===== config.mk =====
export PLATFORM = sky130hd
export DESIGN_NAME = bus_uart_tx
export DESIGN_NICKNAME = d
export VERILOG_FILES = /design/src/rtl/bus_uart_pkg.sv /design/src/rtl/uart_tx_fifo.sv /design/src/rtl/bus_uart_tx.sv
export SDC_FILE = /design/constraint.sdc
export NUM_CORES = 1
export LEC_CHECK = 0
export ABC_AREA = 1
export CAP_MARGIN = 40
export CELL_PAD_IN_SITES_DETAIL_PLACEMENT = 1
export CELL_PAD_IN_SITES_GLOBAL_PLACEMENT = 2
export CORE_MARGIN = 3
export CORE_UTILIZATION = 32
export DETAILED_ROUTE_END_ITERATION = 16
export GPL_ROUTABILITY_DRIVEN = 0
export HOLD_SLACK_MARGIN = 0.02
export PLACE_DENSITY_LB_ADDON = 0.1
export REMOVE_ABC_BUFFERS = 1
export SLEW_MARGIN = 20
export SYNTH_ARGS = -nofsm -noshare
export SYNTH_HDL_FRONTEND = slang
export SYNTH_SLANG_ARGS = --single-unit
export TNS_END_PERCENT = 20

===== constraint.sdc =====
create_clock -name clock -period 5.55 [get_ports clock]
set_input_delay 1.665 -clock clock [delete_from_list [all_inputs] [get_ports clock]]
set_output_delay 1.665 -clock clock [all_outputs]
set_load 0.005 [all_outputs]

===== src/rtl/bus_uart_pkg.sv =====
`default_nettype none
// ============================================================================
//  Module      : bus_uart_pkg
//  Description : Shared definitions for the memory-mapped UART transmitter:
//                register word offsets, frame FSM state encoding, STATUS
//                bit positions and a STATUS count-field helper.
//  Revision    : 1.0  initial release
// ============================================================================
package bus_uart_pkg;

    // Word offsets inside the 16-byte register window (address[3:2]).
    localparam logic [1:0] UART_TXDATA  = 2'd0;
    localparam logic [1:0] UART_STATUS  = 2'd1;
    localparam logic [1:0] UART_DIVISOR = 2'd2;
    localparam logic [1:0] UART_RSVD    = 2'd3;

    // Frame state machine encoding.
    typedef enum logic [1:0] {
        UART_IDLE  = 2'd0,
        UART_START = 2'd1,
        UART_DATA  = 2'd2,
        UART_STOP  = 2'd3
    } uart_tx_state_t;

    // STATUS register layout.
    localparam int STATUS_FULL_BIT  = 0;
    localparam int STATUS_EMPTY_BIT = 1;
    localparam int STATUS_BUSY_BIT  = 2;
    localparam int STATUS_COUNT_LSB = 4;
    localparam int STATUS_COUNT_W   = 4;

    // The count field is only four bits wide; larger FIFOs saturate at 15.
    function automatic logic [STATUS_COUNT_W-1:0] status_count(input logic [31:0] cnt);
        if (cnt > 32'd15) begin
            return 4'hF;
        end
        return cnt[STATUS_COUNT_W-1:0];
    endfunction

endpackage : bus_uart_pkg
`default_nettype wire


===== src/rtl/uart_tx_fifo.sv =====
`default_nettype none
// ============================================================================
//  Module      : uart_tx_fifo
//  Description : Synchronous first-word-fall-through FIFO holding bytes
//                waiting for transmission.
//  Ports       : clock/reset      clock, asynchronous active-high reset
//                push/data_in     write strobe and data (ignored when full)
//                pop/data_out     read strobe and head entry (always visible)
//                full/empty/count occupancy flags and entry count
//  Revision    : 1.0  initial release
// ============================================================================
module uart_tx_fifo #(
    parameter int DEPTH = 8,
    parameter int WIDTH = 8
) (
    input  logic                     clock,
    input  logic                     reset,
    input  logic                     push,
    input  logic [WIDTH-1:0]         data_in,
    input  logic                     pop,
    output logic [WIDTH-1:0]         data_out,
    output logic                     full,
    output logic                     empty,
    output logic [$clog2(DEPTH):0]   count
);

    localparam int AW = $clog2(DEPTH);
    localparam logic [AW:0] FULL_CNT = (AW+1)'(DEPTH);

    logic [WIDTH-1:0] mem_q [DEPTH];
    logic [AW-1:0]    wr_ptr_q, wr_ptr_d;
    logic [AW-1:0]    rd_ptr_q, rd_ptr_d;
    logic [AW:0]      count_q,  count_d;
    logic             do_push;
    logic             do_pop;

    // Flags come from the pre-edge count, so a push into a full FIFO is
    // dropped even if a pop happens on the same edge.
    assign full     = (count_q == FULL_CNT);
    assign empty    = (count_q == '0);
    assign count    = count_q;
    assign data_out = mem_q[rd_ptr_q];

    assign do_push = push && !full;
    assign do_pop  = pop  && !empty;

    always_comb begin
        wr_ptr_d = wr_ptr_q;
        rd_ptr_d = rd_ptr_q;
        count_d  = count_q;
        // Pointers are AW bits wide and wrap modulo DEPTH by overflow.
        if (do_push) begin
            wr_ptr_d = wr_ptr_q + AW'(1);
        end
        if (do_pop) begin
            rd_ptr_d = rd_ptr_q + AW'(1);
        end
        case ({do_push, do_pop})
            2'b10:   count_d = count_q + (AW+1)'(1);
            2'b01:   count_d = count_q - (AW+1)'(1);
            default: count_d = count_q;
        endcase
    end

    always_ff @(posedge clock or posedge reset) begin
        if (reset) begin
            wr_ptr_q <= '0;
            rd_ptr_q <= '0;
            count_q  <= '0;
        end else begin
            wr_ptr_q <= wr_ptr_d;
            rd_ptr_q <= rd_ptr_d;
            count_q  <= count_d;
        end
    end

    always_ff @(posedge clock or posedge reset) begin
        if (reset) begin
            for (int i = 0; i < DEPTH; i++) begin
                mem_q[i] <= '0;
            end
        end else if (do_push) begin
            mem_q[wr_ptr_q] <= data_in;
        end
    end

endmodule : uart_tx_fifo
`default_nettype wire


===== src/rtl/bus_uart_tx.sv =====
`default_nettype none
// ============================================================================
//  Module      : bus_uart_tx
//  Description : Bus-responder UART transmitter. Bytes written to TXDATA are
//                queued in a FIFO and sent as 8N1 frames on uart_tx at a
//                bit time of DIVISOR+1 clock cycles.
//  Ports       : clock/reset    clock, asynchronous active-high reset
//                address        byte address from the core
//                write_data     store data
//                byte_enable    byte lanes of the access
//                read_enable    load strobe
//                write_enable   store strobe
//                read_data      combinational load data
//                uart_tx        serial line, idle high
//  Registers   : 0x0 TXDATA (WO), 0x4 STATUS (RO), 0x8 DIVISOR (RW),
//                0xC reserved
//  Revision    : 1.0  initial release
// ============================================================================
module bus_uart_tx
    import bus_uart_pkg::*;
#(
    parameter logic [31:0] BASE_ADDR   = 32'h8000_0000,
    parameter int          DEPTH       = 8,
    parameter logic [15:0] DEFAULT_DIV = 16'd433
) (
    input  logic        clock,
    input  logic        reset,
    input  logic [31:0] address,
    input  logic [31:0] write_data,
    input  logic [3:0]  byte_enable,
    input  logic        read_enable,
    input  logic        write_enable,
    output logic [31:0] read_data,
    output logic        uart_tx
);

    localparam int CW = $clog2(DEPTH) + 1;

    // ------------------------------------------------------------------
    // Address decode
    // ------------------------------------------------------------------
    logic       hit;
    logic [1:0] offset;
    logic       wr_hit;
    logic       txdata_push;
    logic       div_write;
    logic       unused_bits;

    assign hit         = (address[31:4] == BASE_ADDR[31:4]);
    assign offset      = address[3:2];
    assign wr_hit      = write_enable && hit;
    assign txdata_push = wr_hit && (offset == UART_TXDATA) && byte_enable[0];
    assign div_write   = wr_hit && (offset == UART_DIVISOR);

    // Bits of the bus that no register ever looks at.
    assign unused_bits = ^{address[1:0], write_data[31:16], byte_enable[3:2]};

    // ------------------------------------------------------------------
    // Transmit FIFO
    // ------------------------------------------------------------------
    logic          fifo_pop;
    logic [7:0]    fifo_dout;
    logic          fifo_full;
    logic          fifo_empty;
    logic [CW-1:0] fifo_count;

    uart_tx_fifo #(
        .DEPTH (DEPTH),
        .WIDTH (8)
    ) u_fifo (
        .clock    (clock),
        .reset    (reset),
        .push     (txdata_push),
        .data_in  (write_data[7:0]),
        .pop      (fifo_pop),
        .data_out (fifo_dout),
        .full     (fifo_full),
        .empty    (fifo_empty),
        .count    (fifo_count)
    );

    // ------------------------------------------------------------------
    // DIVISOR register, byte lanes 0 and 1 independently writable
    // ------------------------------------------------------------------
    logic [15:0] div_q, div_d;

    always_comb begin
        div_d = div_q;
        if (div_write) begin
            if (byte_enable[0]) begin
                div_d[7:0] = write_data[7:0];
            end
            if (byte_enable[1]) begin
                div_d[15:8] = write_data[15:8];
            end
        end
    end

    always_ff @(posedge clock or posedge reset) begin
        if (reset) begin
            div_q <= DEFAULT_DIV;
        end else begin
            div_q <= div_d;
        end
    end

    // ------------------------------------------------------------------
    // Frame FSM
    // ------------------------------------------------------------------
    uart_tx_state_t state_q,   state_d;
    logic [15:0]    bit_cnt_q, bit_cnt_d;
    logic [2:0]     bit_idx_q, bit_idx_d;
    logic [7:0]     shift_q,   shift_d;
    logic           tx_q,      tx_d;
    logic           bit_done;

    // The bit counter is loaded with DIVISOR at every bit boundary and counts
    // down to zero, giving DIVISOR+1 cycles per bit. A DIVISOR change only
    // takes effect at the next reload.
    assign bit_done = (bit_cnt_q == 16'd0);

    always_comb begin
        state_d   = state_q;
        bit_cnt_d = bit_cnt_q;
        bit_idx_d = bit_idx_q;
        shift_d   = shift_q;
        tx_d      = tx_q;
        fifo_pop  = 1'b0;

        case (state_q)
            UART_IDLE: begin
                tx_d = 1'b1;
                if (!fifo_empty) begin
                    fifo_pop  = 1'b1;
                    shift_d   = fifo_dout;
                    bit_cnt_d = div_q;
                    tx_d      = 1'b0;
                    state_d   = UART_START;
                end
            end

            UART_START: begin
                if (bit_done) begin
                    bit_cnt_d = div_q;
                    bit_idx_d = 3'd0;
                    tx_d      = shift_q[0];
                    state_d   = UART_DATA;
                end else begin
                    bit_cnt_d = bit_cnt_q - 16'd1;
                end
            end

            UART_DATA: begin
                if (bit_done) begin
                    bit_cnt_d = div_q;
                    shift_d   = {1'b0, shift_q[7:1]};
                    bit_idx_d = bit_idx_q + 3'd1;
                    if (bit_idx_q == 3'd7) begin
                        tx_d    = 1'b1;
                        state_d = UART_STOP;
                    end else begin
                        // The line is registered, so present the bit that the
                        // shift will bring into position 0.
                        tx_d = shift_q[1];
                    end
                end else begin
                    bit_cnt_d = bit_cnt_q - 16'd1;
                end
            end

            UART_STOP: begin
                if (bit_done) begin
                    if (!fifo_empty) begin
                        // Chain straight into the next start bit.
                        fifo_pop  = 1'b1;
                        shift_d   = fifo_dout;
                        bit_cnt_d = div_q;
                        tx_d      = 1'b0;
                        state_d   = UART_START;
                    end else begin
                        tx_d    = 1'b1;
                        state_d = UART_IDLE;
                    end
                end else begin
                    bit_cnt_d = bit_cnt_q - 16'd1;
                end
            end

            default: begin
                tx_d    = 1'b1;
                state_d = UART_IDLE;
            end
        endcase
    end

    always_ff @(posedge clock or posedge reset) begin
        if (reset) begin
            state_q   <= UART_IDLE;
            bit_cnt_q <= '0;
            bit_idx_q <= '0;
            shift_q   <= '0;
            tx_q      <= 1'b1;
        end else begin
            state_q   <= state_d;
            bit_cnt_q <= bit_cnt_d;
            bit_idx_q <= bit_idx_d;
            shift_q   <= shift_d;
            tx_q      <= tx_d;
        end
    end

    assign uart_tx = tx_q;

    // ------------------------------------------------------------------
    // Read mux (combinational, no side effects)
    // ------------------------------------------------------------------
    logic [31:0] status_word;

    always_comb begin
        status_word                   = '0;
        status_word[STATUS_FULL_BIT]  = fifo_full;
        status_word[STATUS_EMPTY_BIT] = fifo_empty;
        status_word[STATUS_BUSY_BIT]  = (state_q != UART_IDLE);
        status_word[STATUS_COUNT_LSB +: STATUS_COUNT_W] = status_count(32'(fifo_count));
    end

    always_comb begin
        read_data = '0;
        if (read_enable && hit) begin
            case (offset)
                UART_STATUS:  read_data = status_word;
                UART_DIVISOR: read_data = {16'h0000, div_q};
                default:      read_data = '0;
            endcase
        end
    end

endmodule : bus_uart_tx
`default_nettype wire


; ---- Yosys cells after proc, flatten, opt, wreduce, memory -nomap -nowiden
; Cells that the tools add are included.
[word_totals]
ff_bits = 120
in_bits = 72
output_inout_bits = 33
[op_classes]
n_addsub = 6
magnitude_cmp = 3
n_eq_ne = 15
n_mux = 36
n_bitwise = 2
reduce_logical = 25
[op_table]
columns = operator, count
row1 = $bwmux W64, 1
row2 = $mux W16, 4
row3 = $mux W8, 6
row4 = $pmux W16 S3, 1
row5 = $pmux W16 S2, 1
row6 = $eq A28 B28 Y1 const B, 1
row7 = $bmux W8 S3, 1
row8 = $demux W8 S3, 1
row9 = $pmux W8 S3, 1
row10 = $logic_not A16 Y1, 1
row11 = $sub A16 B1 Y16 const B, 1
row12 = $mux W2, 5
row13 = $ne A2 B2 Y1 const B, 5
row14 = $add A3 B1 Y3 const B, 3
row15 = $reduce_and A3 Y1, 3
row16 = $eq A2 B2 Y1 const B, 4
row17 = $ge A4 B4 Y1 const B, 2
row18 = $logic_and A1 B1 Y1, 8
row19 = $mux W1, 8
row20 = $not A3 Y4, 2
row21 = $pmux W2 S4, 1
row22 = $pmux W4 S2, 1
row23 = $eq A2 B1 Y1 const B, 3
row24 = $mux W3, 2
row25 = other kinds (16), 21

; ---- Depth between registers and ports, before layout
[logic_depth]
ltp_word = 7
ltp_mapped = 18
depth_no_buf = 17

; ---- Modules after synthesis
; From an unflattened synthesis, not the netlist that was laid out.
[unflattened]
cells_unflattened = 1127
area_unflattened_um2 = 7990.2
[by_module_without_submodules]
columns = module, instances, cells_each, area_per_inst_um2, seq_area_each_um2
row1 = uart_tx_fifo, 1, 582, 4374.2, 1851.8
row2 = bus_uart_tx, 1, 545, 3616.0, 1158.6

; ---- Least setup slack after synthesis
; Ideal clock, no wire load.
[synth_timing]
path_type = input to output
from = input address[2]
to = output read_data[10]
t_arrival_ps = 2617
required_time_ps = 3885
slack_ps = 1268
path_stages = 5
n_path_buf = 1
cell_sequence = inv_1 > ha_1 > buf_1 > clkinv_1 > nor3_1
[synth_between]
elab_chain_len = 3
elab_cells_between_ends = 4
classes_between = 2 x eq/ne / 2 x mux
[synth_lines]
columns = item, line_no
row1 = start: declaration, bus_uart_tx.sv:28  ; input logic [31:0] address,
row2 = $eq A2 B2 Y1 / $eq A2 B1 Y1 (equally long branches), bus_uart_tx.sv:230  ; case (offset)
row3 = $pmux W16 S2 (*), bus_uart_tx.sv:230
row4 = $mux W16 (*), bus_uart_tx.sv:229  ; if (read_enable && hit) begin
row5 = end: declaration, bus_uart_tx.sv:33  ; output logic [31:0] read_data,
; Every way passes the cells marked *; elsewhere a longest branch is shown, timed or not.

; ---- Final worst setup path
[layout_timing]
from = input address[21]
to = output read_data[4]
[layout_between]
elab_chain_len = 3
[layout_lines]
columns = item, line_no
row1 = $eq A28 B28 Y1, bus_uart_tx.sv:49  ; assign hit = (address[31:4] == BASE_ADDR[31:4]);
row2 = $logic_and A1 B1 Y1, bus_uart_tx.sv:229
row3 = $mux W16, bus_uart_tx.sv:229
; Every way passes these cells.

==> run metrics <==
Sink Count 120; number of global-route vias before repair 7,163; Initial Utilization 0.327; DRC viols 0; period utilisation layout 0.973; worst hold margin 478 ps; Wirelength per Cell 17.1 µm; Crit path max-delay family buffers and inverters; via count 6,895; Critical-path top delay cell clkdlybuf4s50_1; slowest stage delay, CP between 500 and 600 ps; Die ar. roughly 26,000 µm²; maximum root-to-sink buffer count 2; power density over the cells 225 nW/µm²; vias per cell 4.79; shortest period the worst path allows 5400 ps; RSZ-0062 raised after global routing true; Least-Margin Pin Slew approximately 830 ps; Cells after Synth roughly 1,100; Clock Pin Slew Worst Setup and Hold Paths 60 ps; HPWL Detailed 16,900 µm; synthesis warning total 0; H-tree depth 4; Avg Synthesized Cell Area 7.22 µm²; sequential fraction of the synthesis area 0.392; post-synthesis register bit count 120; TritonCTS buffer count 17; CP max FO 7; Max-Cap Viols 0; critical path endpoint category primary output; Setup Viol. Count Final 0; Hold/Removal Path Class flip-flop to flip-flop; layout cell share with drive strength beyond 1 0.0794; Total GRT Usage 0.197; CP Launch Type input pin; Die Wd 161 µm; commonest non-fill, non-tap cell in the layout nand2_1; port bufs 68; clk_skew 14.8 ps; initial DRC count between 200 and 300; Pre-Repair DR Iteration Count 4; hold_buf cts 0; mapped cell area slightly below 8000 µm²; post-route ant nets 0; IO Pins 105; Worst Path Required just under 4000 ps; count of final hold-check violations 0; initial antenna violation count 0; Ant. Diodes 0; met2 usage 0.349; CP bufs+invs 2; Layout Utilization 0.390; Crit Path Class input pin to primary output; CTS tree built; first-pass GRT wire length 40,300 µm; Nets around 1,200; core area 23,500 µm²; Top Usage Layer GRT met2; number of setup buffers added after CTS 0; Slew Viols, Final 0; maximum clock frequency about 190 MHz; P_leak approximately 4.5 nW; grt met1 use 0.258; relative slew slack 0.448; Die Ht 161 µm; met3 Track Usage GR 0.0331; commonest cells after routing, fill and taps aside nand2_1, nand3_1, inv_1; Worst EP arrival 3740 ps; status complete, no violations; Overflow after GRT 0; Detailed Route WL 24,700 µm; Resized cells post-CTS 0; FP Rows 56; post-synth cell types 41; CP Cell Sequence clkdlybuf4s50_1, nor2_1, nand2_1, nor2_1, nand2_2, nor2_8, nand3_1, a21oi_1, clkdlybuf4s50_1; Syn-to-layout area delta 19.4%; Root Driver clkbuf_16; Peak VDD IR 0.162 mV; largest net degree at the start of global routing 54; clk_lat worst skew 430 ps
## worst min-delay path: cells and delay by family, from the launching register on
kind             cells  cell delay, ps
flip-flops           1             340
AND/OR/NAND/NOR      2             100
## per-stage QoR
step	TNS [ps]	power [W]	instances	setup WS, ps	area, µm²
CTS	0	0.00210	1440	102	9180
detailed placement	0	0.00101	1408	102	8610
finish	0	0.00206	1440	150	9180
global placement	0	0.00101	1404	124	8520
floorplan	0	0.000934	1005	709	7330
global route	-75.5	0.00216	1440	-37.3	9180
## final cells by class
type	count	area [µm²]
clock inverters	14	130
inverters	126	477
multi-input cells	759	3850
flip-flops and latches	120	3010
clock buffers	18	439
fillers	2968	14400
repair buffers	84	870
well taps	319	399
## metal layers
layer / wire length, µm / vias to the layer above
met2: 12700 / 66
met5: 0 / -
met1: 11400 / 3341
met3: 511 / 5
met4: 83 / 0
li1: - / 3483
## Yosys cell counts
| cell type | number | area share |
|---|---|---|
| a31oi_1 | 2 | 0.0016 |
| o21ai_1 | 6 | 0.0039 |
| nor3_4 | 1 | 0.0021 |
| dfstp_2 | 6 | 0.021 |
| o21bai_1 | 65 | 0.063 |
| clkinv_2 | 1 | 0.00065 |
| o22ai_1 | 2 | 0.0016 |
| buf_2 | 12 | 0.0078 |
| nand3_1 | 134 | 0.087 |
| nand2_1 | 296 | 0.14 |
| inv_2 | 3 | 0.0015 |
| nor3_2 | 1 | 0.0013 |
| buf_1 | 5 | 0.0024 |
| a22oi_1 | 1 | 0.00098 |
| buf_6 | 7 | 0.010 |
| nand3_2 | 1 | 0.0013 |
| o21ai_0 | 74 | 0.048 |
| nor2_1 | 34 | 0.017 |
| clkbuf_1 | 33 | 0.016 |
| ha_1 | 18 | 0.029 |
| inv_1 | 120 | 0.059 |
| buf_4 | 17 | 0.017 |
| conb_1 | 1 | 0.00049 |
| fa_1 | 1 | 0.0026 |
| xor2_1 | 7 | 0.0080 |
| nor2_8 | 1 | 0.0026 |
| dfrtp_1 | 114 | 0.37 |
| or2_1 | 1 | 0.00081 |
| nor2_4 | 3 | 0.0044 |
| or2_0 | 5 | 0.0041 |
| nor2_2 | 7 | 0.0057 |
| nand4_1 | 5 | 0.0041 |
| xnor2_1 | 4 | 0.0046 |
| clkinv_1 | 2 | 0.00098 |
| a31oi_2 | 1 | 0.0016 |
| o211ai_1 | 3 | 0.0029 |
| nand3_4 | 1 | 0.0023 |
| a21oi_1 | 46 | 0.030 |
| nor3_1 | 9 | 0.0059 |
| or2_2 | 12 | 0.0098 |
| nand2_2 | 2 | 0.0016 |
## power by group
part,total [W],leakage (nW),internal (W),switching [W]
Combinational,0.000113,2.90,0.0000444,0.0000684
Sequential,0.000877,1.31,0.000876,0.000000805
Clock,0.00107,0.276,0.000603,0.000472
Total,0.00206,4.48,0.00152,0.000541
## cell families (layout without fill, tap and decap cells)
logic type | Yosys count | in the layout | synth area share
AND/OR/NAND/NOR | 513 | 513 | 0.294
AO/OA/AOI/OAI | 200 | 200 | 0.154
buffers and inverters | 200 | 242 | 0.115
flip-flops | 120 | 120 | 0.392
adder cells (fa/ha/maj) | 19 | 19 | 0.0319
XOR/XNOR | 11 | 11 | 0.0125
other | 1 | 16 | 0.000488
## path summary, 6_finish.rpt
check,from,endpoint,slack (ps),cells after the start
worst min-delay path,shift_q[2],shift_q[2],480,2
max in group asynchronous,reset,div_q[8],3000,3
min in group asynchronous,reset,u_fifo.wr_ptr_q[1],1630,2
worst max register to register,state_q[0],u_fifo.count[3],2380,14
worst max-delay path,address[21],read_data[4],150,9
worst min register to register,shift_q[2],shift_q[2],480,2
## sequential cells by signal, summed over array words and instances, names as in the netlist
signal / cells
div_q: 16
u_fifo.mem_q: 64
bit_idx_q: 3
shift_q: 8
state_q: 2
u_fifo.wr_ptr_q: 3
bit_cnt_q: 16
u_fifo.rd_ptr_q: 3
uart_tx: 1
u_fifo.count: 4
(Power assumes the default switching activity.)
